`src/rtl/txn_sample_buffer_if.sv`:
```
// Bundle of configuration, channel-monitor and FIFO-head signals for txn_sample_buffer.
// The master side drives configuration, channel beats and pop; the slave side is the sampler.
interface txn_sample_buffer_if #(
  parameter int NCH = 4,
  parameter int DW  = 32,
  parameter int PW  = 3,
  parameter int AW  = 3,
  parameter int CW  = 16
);
  logic                       clr;
  logic                       cfg_en;
  logic                       cfg_mode;
  logic [NCH*(2**PW)-1:0]     cfg_mask;
  logic [NCH-1:0]             ch_vld;
  logic [NCH*DW-1:0]          ch_data;
  logic [NCH*PW-1:0]          ch_attr;
  logic                       pop;
  logic                       out_vld;
  logic [DW-1:0]              out_data;
  logic [$clog2(NCH)-1:0]     out_ch;
  logic [PW-1:0]              out_attr;
  logic [AW:0]                level;
  logic                       full;
  logic                       empty;
  logic                       ovf;
  logic [CW-1:0]              drop_cnt;

  modport master (
    output clr, cfg_en, cfg_mode, cfg_mask, ch_vld, ch_data, ch_attr, pop,
    input  out_vld, out_data, out_ch, out_attr, level, full, empty, ovf, drop_cnt
  );

  modport slave (
    input  clr, cfg_en, cfg_mode, cfg_mask, ch_vld, ch_data, ch_attr, pop,
    output out_vld, out_data, out_ch, out_attr, level, full, empty, ovf, drop_cnt
  );
endinterface

```
`src/rtl/txn_sample_buffer.sv`:
```
// Multi-channel beat sampler: lowest-index arbitration into a show-ahead FIFO with
// stop-on-full / overwrite-oldest modes and a saturating lost-sample counter.
module txn_sample_buffer #(
  parameter int NCH = 4,
  parameter int DW  = 32,
  parameter int PW  = 3,
  parameter int AW  = 3,
  parameter int CW  = 16
) (
  input logic              clk,
  input logic              rst,
  txn_sample_buffer_if.slave bus
);
  localparam int DEPTH = 2**AW;
  localparam int NA    = 2**PW;
  localparam int CHW   = $clog2(NCH);
  localparam int LW    = $clog2(NCH + 1) + 1;

  function automatic logic [LW-1:0] count_ones(input logic [NCH-1:0] v);
    logic [LW-1:0] n;
    n = '0;
    for (int i = 0; i < NCH; i++) begin
      n = n + LW'(v[i]);
    end
    return n;
  endfunction

  logic [DW-1:0]  mem_data [DEPTH];
  logic [CHW-1:0] mem_ch   [DEPTH];
  logic [PW-1:0]  mem_attr [DEPTH];

  logic [AW-1:0]  wr_r, rd_r;
  logic [AW:0]    level_r, level_nx_s;
  logic [CW-1:0]  drop_r, drop_nx_s;
  logic           ovf_r;

  logic [NCH-1:0] q_s;
  logic           any_s;
  logic [CHW-1:0] win_s;
  logic [DW-1:0]  win_data_s;
  logic [PW-1:0]  win_attr_s;
  logic           empty_s, full_s, pop_ok_s, ovw_s, lost_win_s, push_s;
  logic           inc_s, dec_s;
  logic [LW-1:0]  loss_s;
  logic [CW+LW-1:0] sum_s;

  // Qualify each channel against enable, valid and its per-attribute mask bit.
  always_comb begin
    q_s = '0;
    for (int c = 0; c < NCH; c++) begin
      q_s[c] = bus.cfg_en & bus.ch_vld[c] & bus.cfg_mask[c*NA + int'(bus.ch_attr[c*PW +: PW])];
    end
  end

  // Lowest qualifying index wins; scanning downward leaves the lowest one standing.
  always_comb begin
    win_s = '0;
    for (int c = NCH - 1; c >= 0; c--) begin
      win_s = q_s[c] ? CHW'(c) : win_s;
    end
    any_s      = |q_s;
    win_data_s = bus.ch_data[int'(win_s)*DW +: DW];
    win_attr_s = bus.ch_attr[int'(win_s)*PW +: PW];
  end

  // Push/pop decisions, loss accounting and next level / counter values.
  always_comb begin
    empty_s    = (level_r == (AW+1)'(0));
    full_s     = (level_r == (AW+1)'(DEPTH));
    pop_ok_s   = bus.pop & ~empty_s;
    ovw_s      = any_s & full_s & ~pop_ok_s & bus.cfg_mode;
    lost_win_s = any_s & full_s & ~pop_ok_s & ~bus.cfg_mode;
    push_s     = any_s & ~lost_win_s;
    inc_s      = push_s & ~pop_ok_s & ~ovw_s;
    dec_s      = pop_ok_s & ~push_s;
    if (any_s) begin
      loss_s = count_ones(q_s) - LW'(1);
    end else begin
      loss_s = '0;
    end
    loss_s = loss_s + LW'(lost_win_s) + LW'(ovw_s);

    case ({inc_s, dec_s})
      2'b10:   level_nx_s = level_r + (AW+1)'(1);
      2'b01:   level_nx_s = level_r - (AW+1)'(1);
      default: level_nx_s = level_r;
    endcase

    sum_s = (CW+LW)'(drop_r) + (CW+LW)'(loss_s);
    if (sum_s > (CW+LW)'({CW{1'b1}})) begin
      drop_nx_s = {CW{1'b1}};
    end else begin
      drop_nx_s = sum_s[CW-1:0];
    end
  end

  // Storage array, deliberately unreset; the head is masked while empty.
  always_ff @(posedge clk) begin
    if (push_s && !bus.clr && !rst) begin
      mem_data[wr_r] <= win_data_s;
      mem_ch[wr_r]   <= win_s;
      mem_attr[wr_r] <= win_attr_s;
    end
  end

  // Pointers, occupancy and loss bookkeeping; clr dominates any push or pop.
  always_ff @(posedge clk or posedge rst) begin
    if (rst) begin
      wr_r    <= '0;
      rd_r    <= '0;
      level_r <= '0;
      drop_r  <= '0;
      ovf_r   <= 1'b0;
    end else if (bus.clr) begin
      wr_r    <= '0;
      rd_r    <= '0;
      level_r <= '0;
      drop_r  <= '0;
      ovf_r   <= 1'b0;
    end else begin
      if (push_s) begin
        wr_r <= wr_r + AW'(1);
      end
      if (pop_ok_s || ovw_s) begin
        rd_r <= rd_r + AW'(1);
      end
      level_r <= level_nx_s;
      drop_r  <= drop_nx_s;
      if (loss_s != LW'(0)) begin
        ovf_r <= 1'b1;
      end
    end
  end

  assign bus.level    = level_r;
  assign bus.full     = full_s;
  assign bus.empty    = empty_s;
  assign bus.out_vld  = ~empty_s;
  assign bus.ovf      = ovf_r;
  assign bus.drop_cnt = drop_r;
  assign bus.out_data = empty_s ? '0 : mem_data[rd_r];
  assign bus.out_ch   = empty_s ? '0 : mem_ch[rd_r];
  assign bus.out_attr = empty_s ? '0 : mem_attr[rd_r];
endmodule
```
`src/flat_wrapper.sv`:
```
// flat-port wrapper written by rule: the top's interface ports become plain ports
module txn_sample_buffer_flat 
#(
  parameter int NCH = 4,
  parameter int DW  = 32,
  parameter int PW  = 3,
  parameter int AW  = 3,
  parameter int CW  = 16
)
  (clk, rst, bus_clr, bus_cfg_en, bus_cfg_mode, bus_cfg_mask, bus_ch_vld, bus_ch_data, bus_ch_attr, bus_pop, bus_out_vld, bus_out_data, bus_out_ch, bus_out_attr, bus_level, bus_full, bus_empty, bus_ovf, bus_drop_cnt);
  txn_sample_buffer_if #(.NCH(NCH), .DW(DW), .PW(PW), .AW(AW), .CW(CW)) bus_i ();
  input logic clk;
  input logic rst;
  input wire logic [$bits(bus_i.clr)-1:0] bus_clr;
  input wire logic [$bits(bus_i.cfg_en)-1:0] bus_cfg_en;
  input wire logic [$bits(bus_i.cfg_mode)-1:0] bus_cfg_mode;
  input wire logic [$bits(bus_i.cfg_mask)-1:0] bus_cfg_mask;
  input wire logic [$bits(bus_i.ch_vld)-1:0] bus_ch_vld;
  input wire logic [$bits(bus_i.ch_data)-1:0] bus_ch_data;
  input wire logic [$bits(bus_i.ch_attr)-1:0] bus_ch_attr;
  input wire logic [$bits(bus_i.pop)-1:0] bus_pop;
  output wire logic [$bits(bus_i.out_vld)-1:0] bus_out_vld;
  output wire logic [$bits(bus_i.out_data)-1:0] bus_out_data;
  output wire logic [$bits(bus_i.out_ch)-1:0] bus_out_ch;
  output wire logic [$bits(bus_i.out_attr)-1:0] bus_out_attr;
  output wire logic [$bits(bus_i.level)-1:0] bus_level;
  output wire logic [$bits(bus_i.full)-1:0] bus_full;
  output wire logic [$bits(bus_i.empty)-1:0] bus_empty;
  output wire logic [$bits(bus_i.ovf)-1:0] bus_ovf;
  output wire logic [$bits(bus_i.drop_cnt)-1:0] bus_drop_cnt;
  assign bus_i.clr = bus_clr;
  assign bus_i.cfg_en = bus_cfg_en;
  assign bus_i.cfg_mode = bus_cfg_mode;
  assign bus_i.cfg_mask = bus_cfg_mask;
  assign bus_i.ch_vld = bus_ch_vld;
  assign bus_i.ch_data = bus_ch_data;
  assign bus_i.ch_attr = bus_ch_attr;
  assign bus_i.pop = bus_pop;
  assign bus_out_vld = bus_i.out_vld;
  assign bus_out_data = bus_i.out_data;
  assign bus_out_ch = bus_i.out_ch;
  assign bus_out_attr = bus_i.out_attr;
  assign bus_level = bus_i.level;
  assign bus_full = bus_i.full;
  assign bus_empty = bus_i.empty;
  assign bus_ovf = bus_i.ovf;
  assign bus_drop_cnt = bus_i.drop_cnt;
  txn_sample_buffer #(.NCH(NCH), .DW(DW), .PW(PW), .AW(AW), .CW(CW)) u_core (.clk(clk), .rst(rst), .bus(bus_i));
endmodule
```
`config.mk`:
```
export PLATFORM = sky130hd
export DESIGN_NAME = txn_sample_buffer_flat
export DESIGN_NICKNAME = d
export VERILOG_FILES = /design/src/rtl/txn_sample_buffer_if.sv /design/src/rtl/txn_sample_buffer.sv /design/src/flat_wrapper.sv
export SDC_FILE = /design/constraint.sdc
export NUM_CORES = 1
export LEC_CHECK = 0
export CAP_MARGIN = 20
export CORE_ASPECT_RATIO = 1.25
export CORE_UTILIZATION = 48
export CTS_CLUSTER_DIAMETER = 40
export DETAILED_ROUTE_END_ITERATION = 7
export PLACE_DENSITY = 0.72
export SLEW_MARGIN = 40
export SYNTH_ARGS = -nofsm -noshare
export SYNTH_HDL_FRONTEND = slang
export SYNTH_SLANG_ARGS = --single-unit
```
`constraint.sdc`:
```
create_clock -name clk -period 9.84 [get_ports clk]
set_input_delay 2.952 -clock clk [delete_from_list [all_inputs] [get_ports clk]]
set_output_delay 2.952 -clock clk [all_outputs]
set_load 0.02 [all_outputs]
```
==> results.rst, run 1 <==
.. list-table::
   :header-rows: 1

   * - Metric
     - Value
   * - Outcome
     - complete, no violations
   * - Wire length of the first global-routing pass
     - between 40 and 50 mm
   * - DR WL met2
     - ~16 mm
   * - Warnings, synthesis
     - 0
   * - Total of hold buffers inserted after clock tree synthesis
     - 0
   * - Largest net degree at the start of global routing
     - 46
   * - Worst hold path type
     - flop to flop
   * - Maximum buffer depth of the clock tree
     - 3
   * - Number of global-route vias before repair
     - around 8700
   * - Antenna Nets Post-Route
     - 0
   * - Filler cell count in the final layout
     - about 2200
   * - Max-Cap Viols
     - 0
   * - Hold Violations, Final
     - 0
   * - Fraction of layout instances using a drive strength above 1
     - between 15 and 20%
   * - Final layout net count
     - 1282
   * - Worst slew margin
     - between 50% and 60%
   * - Maximum fanout along the worst path
     - 13
   * - Dpl hpwl
     - 19.57 mm
   * - Element type at the critical path start
     - primary input
   * - Fraction of the cycle the final worst path needs
     - roughly 76%
   * - Final setup violating endpoints
     - 0
   * - Cell count of the worst reg-to-reg path
     - 15
   * - Setup TNS Final
     - 0 ns
   * - First-pass iteration count of the detailed router
     - 4
   * - Setup fix buffers added after clock tree synthesis
     - 0
   * - Number of I/O pins
     - around 240
   * - Logic gate share of total power
     - approximately 30%
   * - Number of enable-type register cells in the synthesized netlist
     - between 200 and 300
   * - Biggest cell delay along the critical path
     - 0.59 ns
   * - Leading cell types in the layout, fill and taps excluded
     - 296 x sky130_fd_sc_hd__edfxtp_1, 242 x sky130_fd_sc_hd__clkdlybuf4s50_1, 143 x sky130_fd_sc_hd__mux2i_1, 79 x sky130_fd_sc_hd__mux4_2, 52 x sky130_fd_sc_hd__nor2_1
   * - Worst-Skew Late Latency
     - 0.51 ns
   * - Element type at the critical path end
     - flop
   * - Combined area of all synthesized cells
     - about 0.015 mm2
   * - Via total after detailed routing
     - roughly 8400
   * - Area added between synthesis and finish
     - 28.05%
   * - Floorplan core area
     - 0.03003 mm2
   * - Clock edge transition at the registers on the reported setup and hold paths
     - 0.05 ns
   * - Global Route Usage Sum
     - roughly a fifth
   * - Gate Count Post-Synth
     - between 800 and 900
   * - Number of buffers created by CTS
     - 37
   * - Critical path type
     - primary input to flop
   * - Met3 wirelength from detailed routing
     - approximately 1.5 mm
   * - Worst path required time
     - slightly above 10 ns
   * - Net count after synthesis
     - a little over 1000
   * - Cells traversed along the worst timing path
     - clkdlybuf4s50_1, mux4_2, a22oi_1, ha_1, inv_1, nor3_2, nor3_1, fa_1, ha_1, xnor2_1, ha_1, nand3_1, nand2_1, nand2b_1, or3_1, o21a_1, nor2_1
   * - Switching share of power
     - 28.99%
   * - Detail-routed via count per cell
     - about 5.5
   * - Unrepaired setup endpoints after global routing
     - no
   * - Internal Dissipation
     - about 3.1 mW
   * - Fraction of synthesis flops using an asynchronous set or reset pin
     - under 10%
   * - Slew @ Worst Pin
     - about 0.73 ns
   * - Relative contribution of the clock network to total power
     - 32.3%
   * - H-Tree Level Count
     - 2
   * - Number of cells on the worst hold path
     - 1
   * - Die height
     - between 150 and 200 um
   * - Most common flop cell mapped by yosys
     - sky130_fd_sc_hd__edfxtp_1
   * - Layout Skew
     - 0.02838 ns
   * - Summed area of non-filler cells in the final layout
     - 0.01873 mm2
   * - Final RePlAce weighted congestion
     - around 0.83
   * - Cell row count
     - slightly above 70
   * - Number of I/O port buffers
     - about 240
   * - Sequential fraction of the synthesis area
     - 65.37%
   * - Highest achievable clock rate
     - about 130 MHz
   * - Detailed-route wire length
     - between 30 and 40 mm
   * - Number of clock sinks
     - 323
   * - Number of different library cells in the post-synthesis netlist
     - 55
   * - Synthesized area per cell
     - approximately 18 um2
   * - Cell type of the slowest stage on the worst timing path
     - sky130_fd_sc_hd__or3_1
   * - Data arrival time at the worst-slack endpoint
     - approximately 8 ns
   * - Final count of pins violating max slew
     - 0
   * - Final critical path time including I/O delays and setup
     - ~7.5 ns
   * - Most frequent cell on the critical path
     - sky130_fd_sc_hd__ha_1
   * - Worst IR drop on VDD
     - between 0.15 and 0.2 mV
   * - Post-DP Area
     - about 0.017 mm2
   * - Leakage power
     - around 6.4 nW
   * - Highest metal used
     - met4
   * - Routed length on met1
     - 13.15 mm
   * - Total Die Area
     - 0.03119 mm2
   * - Iteration-0 DRC Markers
     - 530
   * - Clock tree from TritonCTS
     - done
   * - Count of instances resized after the clock tree is built
     - 0
   * - Antenna diodes
     - 0
   * - Final routed wire length divided by cell count
     - 21.16 um
   * - Power density over the cells
     - 229.4 mW/mm2
   * - Width of the die
     - between 150 and 200 um
   * - Residual DRC
     - 0
   * - Total grt overflow
     - 0
   * - Number of storage elements in the synthesis netlist
     - 323
   * - Most common cell after layout, fill and taps aside
     - sky130_fd_sc_hd__edfxtp_1
   * - Share of total power in sequential cells
     - roughly two fifths
   * - Library cell used as clock root buffer
     - sky130_fd_sc_hd__clkbuf_16
   * - Number of antenna violations at the first check in global routing
     - 0
   * - Initial Utilization
     - 48.72%
   * - Switch Pwr
     - roughly 1.2 mW
==> sequential cells by signal, indices dropped and copies added, names as in the netlist <==
name / cells
u_core.bus.drop_cnt: 16
u_core.bus.level: 4
u_core.bus.ovf: 1
u_core.mem_attr: 24
u_core.mem_ch: 16
u_core.mem_data: 256
u_core.rd_r: 3
u_core.wr_r: 3
==> layout make-up <==
type | count | area, um2 | share of cell area (%)
sequential | 323 | 9573 | 51.10
clock inverter | 21 | 280.3 | 1.496
multi-input combinational | 440 | 4745 | 25.33
tap | 401 | 501.7 | 2.678
clock buffer | 43 | 969.7 | 5.176
timing repair buffer | 258 | 2584 | 13.79
inverter | 21 | 81.33 | 0.4341
==> logic make-up after synthesis <==
logic type      after synthesis  synth area share [%]
simple gates                129                 4.362
xor+xnor                     16                0.9578
fa+ha+maj                    19                 1.830
mux                         229                 22.59
compound gates               47                 2.266
buf+inv                      62                 2.625
flops                       323                 65.37
==> critical path: cells and delay by family <==
family	cells	cell delay (ns)
simple gates	7	1.70
buf+inv	2	0.63
fa+ha+maj	4	1.34
compound gates	2	0.59
mux	1	0.52
xor+xnor	1	0.15
==> synthesized netlist by cell type, types with 8 or more instances <==
cell type	number	area share, %
sky130_fd_sc_hd__a21oi_1	17	0.58
sky130_fd_sc_hd__buf_1	8	0.21
sky130_fd_sc_hd__clkbuf_1	19	0.49
sky130_fd_sc_hd__dfrtp_1	27	4.6
sky130_fd_sc_hd__edfxtp_1	296	61
sky130_fd_sc_hd__ha_1	15	1.3
sky130_fd_sc_hd__inv_1	20	0.51
sky130_fd_sc_hd__mux2i_1	143	9.8
sky130_fd_sc_hd__mux4_2	79	12
sky130_fd_sc_hd__nand2_1	15	0.38
sky130_fd_sc_hd__nand3_1	8	0.27
sky130_fd_sc_hd__nor2_1	58	1.5
sky130_fd_sc_hd__nor2b_1	8	0.34
sky130_fd_sc_hd__nor3_1	9	0.31
sky130_fd_sc_hd__xnor2_1	12	0.72
==> worst paths after layout <==
path	endpoint	start	slack [ns]
worst max-delay path	u_core.bus.drop_cnt[6]	bus_ch_attr[0]	2.36
worst min-delay path	u_core.bus.drop_cnt[12]	u_core.bus.drop_cnt[12]	0.55
worst max register to register	u_core.bus.drop_cnt[6]	u_core.bus.level[1]	6.13
worst min register to register	u_core.bus.drop_cnt[12]	u_core.bus.drop_cnt[12]	0.55
max in group asynchronous	u_core.rd_r[0]	rst	6.48
min in group asynchronous	u_core.rd_r[1]	rst	2.90
==> power by group through the flow <==
stage	clock network, mW	logic (mW)	registers [mW]
final	1.39	1.27	1.64
after global routing	1.46	1.36	1.64
after CTS	1.41	1.27	1.66
after detailed placement	0	1.26	1.68
after global placement	0	1.23	1.70
after floorplan	0	0.773	1.65
==> through the flow <==
step / utilization [%] / setup WS [ns] / power (mW) / cells / hold slack (ns)
finish: 62.39 / 2.359 / 4.298 / 1507 / 0.5481
global route: 62.39 / 1.970 / 4.464 / 1507 / 0.5815
CTS: 62.31 / 2.394 / 4.336 / 1506 / 0.5544
detailed placement: 58.15 / 1.884 / 2.948 / 1442 / 0.5441
global placement: 58.01 / 2.023 / 2.927 / 1440 / 0.5259
floorplan: - / 2.352 / 2.421 / 825 / 0.5482
==> routing by layer <==
layer | up-vias | track usage, %
li1 | 3797 | -
met1 | 4261 | 27.30
met2 | 246 | 36.39
met3 | 53 | 3.072
met4 | 0 | 6.303
met5 | - | 0
(Power assumes the default switching activity.)
==> run 2, diff against run 1 <==
==> constraint.sdc (replaced) <==
create_clock -name clk -period 7.6 [get_ports clk]
set_input_delay 2.28 -clock clk [delete_from_list [all_inputs] [get_ports clk]]
set_output_delay 2.28 -clock clk [all_outputs]
set_load 0.02 [all_outputs]
==> run 2 against run 1 <==
Against the previous run:
- final cell count up 0.60%
- sequential share of layout area increased by 0.075 points
- worst hold slack got worse by 0.0050 ns
- clock skew decreased by 0.0019 ns
- sequential power grew 30%
- first-iteration DRC count increased by 2.5%
- combinational power grew 28%
- clock power rose by 22%
- critical path type unchanged
- critical endpoint unchanged
==> results.rst, run 2 (same netlist as run 1, synthesis figures left out) <==
.. list-table::
   :header-rows: 1

   * - Metric
     - Value
   * - Number of I/O pins
     - 243 (unchanged)
   * - Final layout net count
     - 1289 (+0.55%)
   * - Worst reg2reg path endpoint
     - u_core.bus.drop_cnt[6]
   * - Tot Pwr
     - 5.459 mW (+27%)
   * - Power density over the cells
     - 291.7 mW/mm2 (+27%)
   * - H-Tree Level Count
     - 2 (unchanged)
   * - Count of placed standard cells including taps
     - 1449 (+0.49%)
   * - Worst setup margin
     - 0.9014 ns (-1.458 ns)
   * - Element type at the critical path end
     - flop
   * - Met3 Use GR
     - 2.896% (-0.18 points)
   * - Cell count of the worst reg-to-reg path
     - 13 (-2)
   * - Multi-input gate area
     - 0.004745 mm2 (unchanged)
   * - Initial Utilization
     - 48.72% (unchanged)
   * - Worst hold path type
     - flop to flop
   * - Fraction of the cycle the final worst path needs
     - about 90%
   * - Unrepaired setup endpoints after global routing
     - no
   * - Clock tree from TritonCTS
     - done
   * - Die height
     - 197.2 um (unchanged)
   * - Global Route Usage Sum
     - 21.49% (+0.48 points)
   * - Maximum buffer depth of the clock tree
     - 3 (unchanged)
   * - Internal reg-to-reg setup slack
     - 3.94 ns (-2.19 ns)
   * - Total of hold buffers inserted after clock tree synthesis
     - 0 (unchanged)
   * - Count of instances resized after the clock tree is built
     - 0 (unchanged)
   * - Setup TNS Final
     - 0 ns (unchanged)
   * - Worst IR drop on VDD
     - 0.2080 mV (+36%)
   * - Antenna Nets Post-Route
     - 0 (unchanged)
   * - Data arrival time at the worst-slack endpoint
     - 7.13 ns (-0.77 ns)
   * - Highest achievable clock rate
     - ~150 MHz
   * - Switching share of power
     - 29.84% (+0.85 points)
   * - Iteration-0 DRC Markers
     - 543 (+2.5%)
   * - Width of the die
     - 158.2 um (unchanged)
   * - Post-DP Area
     - 0.01752 mm2 (+0.36%)
   * - Met1 usage in global routing
     - 27.04% (-0.26 points)
   * - Final routed wire length divided by cell count
     - 21.31 um (+0.69%)
   * - Area added between synthesis and finish
     - 27.90%
   * - Total grt overflow
     - 0 (unchanged)
   * - Critical path type
     - primary input to flop
   * - Number of clock sinks
     - 323 (unchanged)
   * - Worst-Skew Late Latency
     - 0.52 ns (about the same)
   * - Setup slack after placement
     - 0.3841 ns (-1.500 ns)
   * - Switch Pwr
     - 1.629 mW (+31%)
   * - Sequential cell area
     - 0.009575 mm2 (about the same)
   * - Final critical path time including I/O delays and setup
     - around 6.7 ns
   * - Most common cell after layout, fill and taps aside
     - sky130_fd_sc_hd__edfxtp_1
   * - Detail-routed via count per cell
     - 5.567 (+0.38%)
   * - Largest net degree at the start of global routing
     - 46 (unchanged)
   * - Top flop regs
     - u_core.mem_data x256, u_core.mem_attr x24
   * - Detailed-route wire length
     - 32.30 mm (+1.3%)
   * - Worst hold slack
     - 0.5430 ns (-0.005029 ns)
   * - Critical path capture point
     - u_core.bus.drop_cnt[6]
   * - Total Die Area
     - 0.03119 mm2 (unchanged)
   * - Leakage power
     - 6.398 nW (+0.47%)
   * - Critical Path Source
     - bus_ch_attr[0]
   * - Leading cell types in the layout, fill and taps excluded
     - 296 x sky130_fd_sc_hd__edfxtp_1, 242 x sky130_fd_sc_hd__clkdlybuf4s50_1, 143 x sky130_fd_sc_hd__mux2i_1, 79 x sky130_fd_sc_hd__mux4_2, 52 x sky130_fd_sc_hd__nor2_1
   * - Hold Violations, Final
     - 0 (unchanged)
   * - Final count of pins violating max slew
     - 0 (unchanged)
   * - Outcome
     - complete, no violations
   * - Element type at the critical path start
     - primary input
   * - Worst path required time
     - 8.03 ns (-2.23 ns)
   * - Final RePlAce weighted congestion
     - 0.8711 (+5.0%)
   * - Startpoint of the lowest-slack register-to-register path
     - u_core.bus.level[1]
   * - Worst slew margin
     - 45.25% (-4.9 points)
   * - Flip-flop count of the largest register after layout
     - 256 (unchanged)
   * - Relative contribution of the clock network to total power
     - 31.0% (-1.3 points)
   * - Final setup violating endpoints
     - 0 (unchanged)
   * - Clock edge transition at the registers on the reported setup and hold paths
     - 0.05 ns (about the same)
   * - Antenna diodes
     - 0 (unchanged)
   * - Summed area of non-filler cells in the final layout
     - 0.01871 mm2 (-0.12%)
   * - Number of antenna violations at the first check in global routing
     - 0 (unchanged)
   * - Util after Layout
     - 62.32% (-0.075 points)
   * - Slew @ Worst Pin
     - 0.8193 ns (+0.09307 ns)
   * - Cell row count
     - 71 (unchanged)
   * - Wire length of the first global-routing pass
     - 49.73 mm (+1.5%)
   * - GR met2 Demand/Resource
     - 37.87% (+1.5 points)
   * - Dpl hpwl
     - 20.13 mm (+2.9%)
   * - Number of global-route vias before repair
     - 8725 (+0.14%)
   * - Number of buffers created by CTS
     - 37 (unchanged)
   * - Residual DRC
     - 0 (unchanged)
   * - Number of I/O port buffers
     - 242 (unchanged)
   * - Number of standard cells in the layout, taps in and fillers out
     - 1516 (+0.60%)
   * - Max-Cap Viols
     - 0 (unchanged)
   * - Internal Dissipation
     - 3.830 mW (+25%)
   * - Register with the most flip-flops
     - u_core.mem_data
   * - Share of total power in sequential cells
     - 39.2% (+1.1 points)
   * - Logic gate share of total power
     - 29.9% (+0.3 points)
   * - Via total after detailed routing
     - 8439 (+0.98%)
   * - Layout Skew
     - 0.02644 ns (-0.001944 ns)
   * - Filler cell count in the final layout
     - 2247 (+0.40%)
   * - Fraction of layout instances using a drive strength above 1
     - 16.32% (+0.68 points)
   * - Library cell used as clock root buffer
     - sky130_fd_sc_hd__clkbuf_16
   * - Floorplan core area
     - 0.03003 mm2 (unchanged)
   * - Setup fix buffers added after clock tree synthesis
     - 0 (unchanged)
   * - Maximum fanout along the worst path
     - 13 (unchanged)
   * - Top Usage Layer GRT
     - met2
   * - First-pass iteration count of the detailed router
     - 5 (+1)
[run 2: cell types whose count changed in the layout (fill, tap and decap cells not counted), moves of 2 or more]
cell / change
sky130_fd_sc_hd__buf_12: -2
sky130_fd_sc_hd__buf_4: +8
sky130_fd_sc_hd__bufinv_16: -4
sky130_fd_sc_hd__clkinv_2: +7
sky130_fd_sc_hd__clkinvlp_4: -4
sky130_fd_sc_hd__inv_6: +3
[run 2: per-layer routing]
metal / share of wire (%) / vias up
li1: - / 3813
met1: 40 / 4318
met2: 53 / 256
met3: 4.2 / 52
met4: 2.8 / 0
met5: 0 / -
[run 2: how the worst min path moves through the flow]
stage                             from                      end  slack, ns  depth (start not counted)
2_1_floorplan           u_core.wr_r[0]           u_core.wr_r[0]       0.55                          2
3_3_place_gp   u_core.bus.drop_cnt[12]  u_core.bus.drop_cnt[12]       0.52                          1
3_5_place_dp   u_core.bus.drop_cnt[12]  u_core.bus.drop_cnt[12]       0.54                          1
4_1_cts        u_core.bus.drop_cnt[12]  u_core.bus.drop_cnt[12]       0.55                          1
5_1_grt        u_core.bus.drop_cnt[12]  u_core.bus.drop_cnt[12]       0.58                          1
6_report       u_core.bus.drop_cnt[12]  u_core.bus.drop_cnt[12]       0.54                          1
[run 2: cell type report]
class                           count  area share (%)
Inverter                           21          0.4346
Tap cell                          401           2.681
Clock inverter                     22           1.016
Timing Repair Buffer              265           14.08
Multi-Input combinational cell    440           25.36
Sequential cell                   323           51.17
Clock buffer                       44           5.256
[run 2: critical path, cell delays in order]
cell and delay [ns]:
sky130_fd_sc_hd__clkdlybuf4s50_1 0.54, sky130_fd_sc_hd__mux4_2 0.52, sky130_fd_sc_hd__a22oi_1 0.42, sky130_fd_sc_hd__ha_1 0.32, sky130_fd_sc_hd__inv_1 0.06, sky130_fd_sc_hd__ha_1 0.21
sky130_fd_sc_hd__inv_1 0.06, sky130_fd_sc_hd__ha_1 0.12, sky130_fd_sc_hd__inv_1 0.06, sky130_fd_sc_hd__fa_1 0.38, sky130_fd_sc_hd__xor2_1 0.27, sky130_fd_sc_hd__nand3b_1 0.14
sky130_fd_sc_hd__xnor2_1 0.19, sky130_fd_sc_hd__nor2_1 0.09, sky130_fd_sc_hd__ha_1 0.31, sky130_fd_sc_hd__a21oi_1 0.09, sky130_fd_sc_hd__nand2_1 0.13, sky130_fd_sc_hd__nand2b_1 0.10
sky130_fd_sc_hd__or3_1 0.58, sky130_fd_sc_hd__o21a_1 0.18, sky130_fd_sc_hd__nor2_1 0.07
[run 2: power groups by stage]
stage / clock network, mW / registers (mW) / logic (mW)
floorplan: 0 / 2.13 / 1.00
finish: 1.69 / 2.14 / 1.63
global placement: 0 / 2.20 / 1.60
global route: 1.79 / 2.15 / 1.75
detailed placement: 0 / 2.18 / 1.64
CTS: 1.72 / 2.14 / 1.66
==> run 3, diff against run 2 <==
==> constraint.sdc (replaced) <==
create_clock -name clk -period 8.27 [get_ports clk]
set_input_delay 2.481 -clock clk [delete_from_list [all_inputs] [get_ports clk]]
set_output_delay 2.481 -clock clk [all_outputs]
set_load 0.02 [all_outputs]
==> run 3 against run 2 <==
Against the previous run:
- via count decreased by 0.82%
- sequential power decreased by 8%
- first-iteration DRC count decreased by 12%
- final cell count decreased by 0.20%
- clock power decreased by 10%
- combinational power decreased by 9%
- sequential share of layout area decreased by 0.14 points
- sequential cell count unchanged
- critical path depth unchanged
- clock skew about the same
- utilization increased by 0.16 points
- count of clock-buffer cells in the layout decreased by 1
- largest cell class unchanged
- largest power group unchanged
==> results.rst, run 3 (same netlist as run 1, synthesis figures left out) <==
.. list-table::
   :header-rows: 1

   * - Metric
     - Value
   * - Count of instances resized after the clock tree is built
     - 0 (unchanged)
   * - Width of the die
     - 158.2 um (unchanged)
   * - Top flop regs
     - u_core.mem_data x256, u_core.mem_attr x24
   * - Slew @ Worst Pin
     - 0.8450 ns (+0.02578 ns)
   * - Critical path type
     - primary input to flop
   * - Layout Skew
     - 0.02654 ns (+0.00009880 ns)
   * - Fraction of the cycle the final worst path needs
     - between 80% and 90%
   * - Min-Delay Endpoint
     - u_core.bus.drop_cnt[12]
   * - Antenna diodes
     - 0 (unchanged)
   * - Highest achievable clock rate
     - 143.5 MHz
   * - Largest net degree at the start of global routing
     - 57 (+24%)
   * - Dpl hpwl
     - 20.30 mm (+0.81%)
   * - Total Die Area
     - 0.03119 mm2 (unchanged)
   * - Register with the most flip-flops
     - u_core.mem_data
   * - Worst IR drop on VDD
     - 0.1474 mV (-29%)
   * - Cell count of the worst reg-to-reg path
     - 15 (+2)
   * - Floorplan core area
     - 0.03003 mm2 (unchanged)
   * - Final routed wire length divided by cell count
     - 20.89 um (-2.0%)
   * - Via total after detailed routing
     - 8370 (-0.82%)
   * - Final layout net count
     - 1288 (-0.078%)
   * - Clock edge transition at the registers on the reported setup and hold paths
     - 0.05 ns (about the same)
   * - Residual DRC
     - 0 (unchanged)
   * - Data arrival time at the worst-slack endpoint
     - 7.40 ns (+0.27 ns)
   * - Setup fix buffers added after clock tree synthesis
     - 0 (unchanged)
   * - Number of clock sinks
     - 323 (unchanged)
   * - Number of antenna violations at the first check in global routing
     - 0 (unchanged)
   * - Final count of pins violating max slew
     - 0 (unchanged)
   * - Source of the worst hold timing path
     - u_core.bus.drop_cnt[12]
   * - H-Tree Level Count
     - 2 (unchanged)
   * - Leakage power
     - 6.388 nW (-0.15%)
   * - Startpoint of the lowest-slack register-to-register path
     - u_core.bus.level[1]
   * - Util after Layout
     - 62.48% (+0.16 points)
   * - Number of I/O pins
     - 243 (unchanged)
   * - Most common cell after layout, fill and taps aside
     - sky130_fd_sc_hd__edfxtp_1
   * - Internal reg-to-reg setup slack
     - 4.60 ns (+0.66 ns)
   * - Worst path required time
     - 8.70 ns (+0.67 ns)
   * - Power density over the cells
     - 264.9 mW/mm2 (-9.2%)
   * - Worst slew margin
     - 43.48% (-1.8 points)
   * - Outcome
     - complete, no violations
   * - Fraction of layout instances using a drive strength above 1
     - 16.37% (+0.044 points)
   * - Cell row count
     - 71 (unchanged)
   * - First-pass iteration count of the detailed router
     - 5 (unchanged)
   * - Unrepaired setup endpoints after global routing
     - no
   * - Area added between synthesis and finish
     - 28.22%
   * - Number of buffers created by CTS
     - 36 (-2.7%)
   * - Number of cells on the worst hold path
     - 1 (unchanged)
   * - Max-Cap Viols
     - 0 (unchanged)
   * - Worst hold path type
     - flop to flop
   * - Total grt overflow
     - 0 (unchanged)
   * - Maximum buffer depth of the clock tree
     - 3 (unchanged)
   * - Wire length of the first global-routing pass
     - 48.29 mm (-2.9%)
   * - Final setup violating endpoints
     - 0 (unchanged)
   * - Antenna Nets Post-Route
     - 0 (unchanged)
   * - Setup TNS Final
     - 0 ns (unchanged)
   * - Detailed-route wire length
     - 31.60 mm (-2.2%)
   * - Leading cell types in the layout, fill and taps excluded
     - 296 x sky130_fd_sc_hd__edfxtp_1, 242 x sky130_fd_sc_hd__clkdlybuf4s50_1, 143 x sky130_fd_sc_hd__mux2i_1, 79 x sky130_fd_sc_hd__mux4_2, 52 x sky130_fd_sc_hd__nor2_1
   * - Final RePlAce weighted congestion
     - 0.8094 (-7.1%)
   * - Worst reg2reg path endpoint
     - u_core.bus.drop_cnt[6]
   * - Global Route Usage Sum
     - 20.89% (-0.61 points)
   * - Die height
     - 197.2 um (unchanged)
   * - Flip-flop count of the largest register after layout
     - 256 (unchanged)
   * - Summed area of non-filler cells in the final layout
     - 0.01876 mm2 (+0.25%)
   * - Final critical path time including I/O delays and setup
     - about 7.0 ns
   * - Maximum fanout along the worst path
     - 13 (unchanged)
   * - Worst hold slack
     - 0.5449 ns (+0.001878 ns)
   * - Detail-routed via count per cell
     - 5.532 (-0.62%)
   * - Initial Utilization
     - 48.72% (unchanged)
   * - Post-DP Area
     - 0.01760 mm2 (+0.44%)
   * - Element type at the critical path start
     - primary input
   * - Clock tree from TritonCTS
     - done
   * - Total of hold buffers inserted after clock tree synthesis
     - 0 (unchanged)
   * - Element type at the critical path end
     - flop
   * - Worst-Skew Late Latency
     - 0.52 ns (about the same)
   * - Hold Violations, Final
     - 0 (unchanged)
   * - Number of I/O port buffers
     - 242 (unchanged)
   * - Iteration-0 DRC Markers
     - 477 (-12%)
   * - Library cell used as clock root buffer
     - sky130_fd_sc_hd__clkbuf_16
   * - Number of global-route vias before repair
     - 8542 (-2.1%)
==> run 3: how the worst max path moves through the flow <==
stage | slack (ns) | from | to | depth (start not counted)
3_5_place_dp | 0.78 | bus_ch_attr[0] | u_core.bus.drop_cnt[6] | 21
2_1_floorplan | 1.25 | bus_ch_attr[6] | u_core.mem_attr[1][0] | 7
3_3_place_gp | 0.92 | bus_ch_attr[0] | u_core.bus.drop_cnt[6] | 21
5_1_grt | 0.92 | bus_ch_attr[0] | u_core.bus.drop_cnt[13] | 16
4_1_cts | 1.30 | bus_ch_attr[0] | u_core.bus.drop_cnt[6] | 21
6_report | 1.30 | bus_ch_attr[0] | u_core.bus.drop_cnt[6] | 21
==> run 3: layout make-up <==
class | count | area (um2)
Timing Repair Buffer | 265 | 2719
Fill cell | 2235 | 11270
Multi-Input combinational cell | 440 | 4745
Tap cell | 401 | 501.7
Inverter | 21 | 81.33
Clock inverter | 20 | 181.4
Clock buffer | 43 | 958.4
Sequential cell | 323 | 9573
==> run 3: metal layers <==
metal / share of wire, % / GRT usage, % / vias up / routed length (um)
li1: - / - / 3820 / -
met1: 40 / 27.38 / 4284 / 12790
met2: 53 / 35.87 / 219 / 16660
met3: 4.1 / 2.786 / 47 / 1305
met4: 2.7 / 6.838 / 0 / 850
met5: 0 / 0 / - / 0
==> run 3: stage by stage <==
| stage | setup slack [ns] | power (mW) | cells |
|---|---|---|---|
| after global routing | 0.9207 | 5.166 | 1513 |
| after global placement | 0.9241 | 3.488 | 1442 |
| after CTS | 1.299 | 5.018 | 1512 |
| after detailed placement | 0.7780 | 3.502 | 1449 |
| final | 1.303 | 4.969 | 1513 |
| after floorplan | 1.253 | 2.880 | 825 |
==> run 3: critical path, cell delays in order <==
cell and delay, ns:
sky130_fd_sc_hd__clkdlybuf4s50_1 0.55, sky130_fd_sc_hd__mux4_2 0.52, sky130_fd_sc_hd__a22oi_1 0.41, sky130_fd_sc_hd__ha_1 0.32, sky130_fd_sc_hd__inv_1 0.06, sky130_fd_sc_hd__ha_1 0.21
sky130_fd_sc_hd__inv_1 0.06, sky130_fd_sc_hd__ha_1 0.13, sky130_fd_sc_hd__inv_1 0.06, sky130_fd_sc_hd__fa_1 0.37, sky130_fd_sc_hd__xor2_1 0.27, sky130_fd_sc_hd__nand3b_1 0.14
sky130_fd_sc_hd__xnor2_1 0.20, sky130_fd_sc_hd__nor2_1 0.11, sky130_fd_sc_hd__ha_1 0.35, sky130_fd_sc_hd__a21oi_1 0.09, sky130_fd_sc_hd__nand2_1 0.14, sky130_fd_sc_hd__nand2b_1 0.11
sky130_fd_sc_hd__or3_1 0.58, sky130_fd_sc_hd__o21a_1 0.19, sky130_fd_sc_hd__nor2_1 0.07
==> run 3: report_power, final <==
group / internal (mW) / switching, mW / total (mW) / leakage, nW
clock: 0.898 / 0.620 / 1.52 / 0.550
sequential: 1.88 / 0.0801 / 1.96 / 3.03
combinational: 0.712 / 0.777 / 1.49 / 2.81
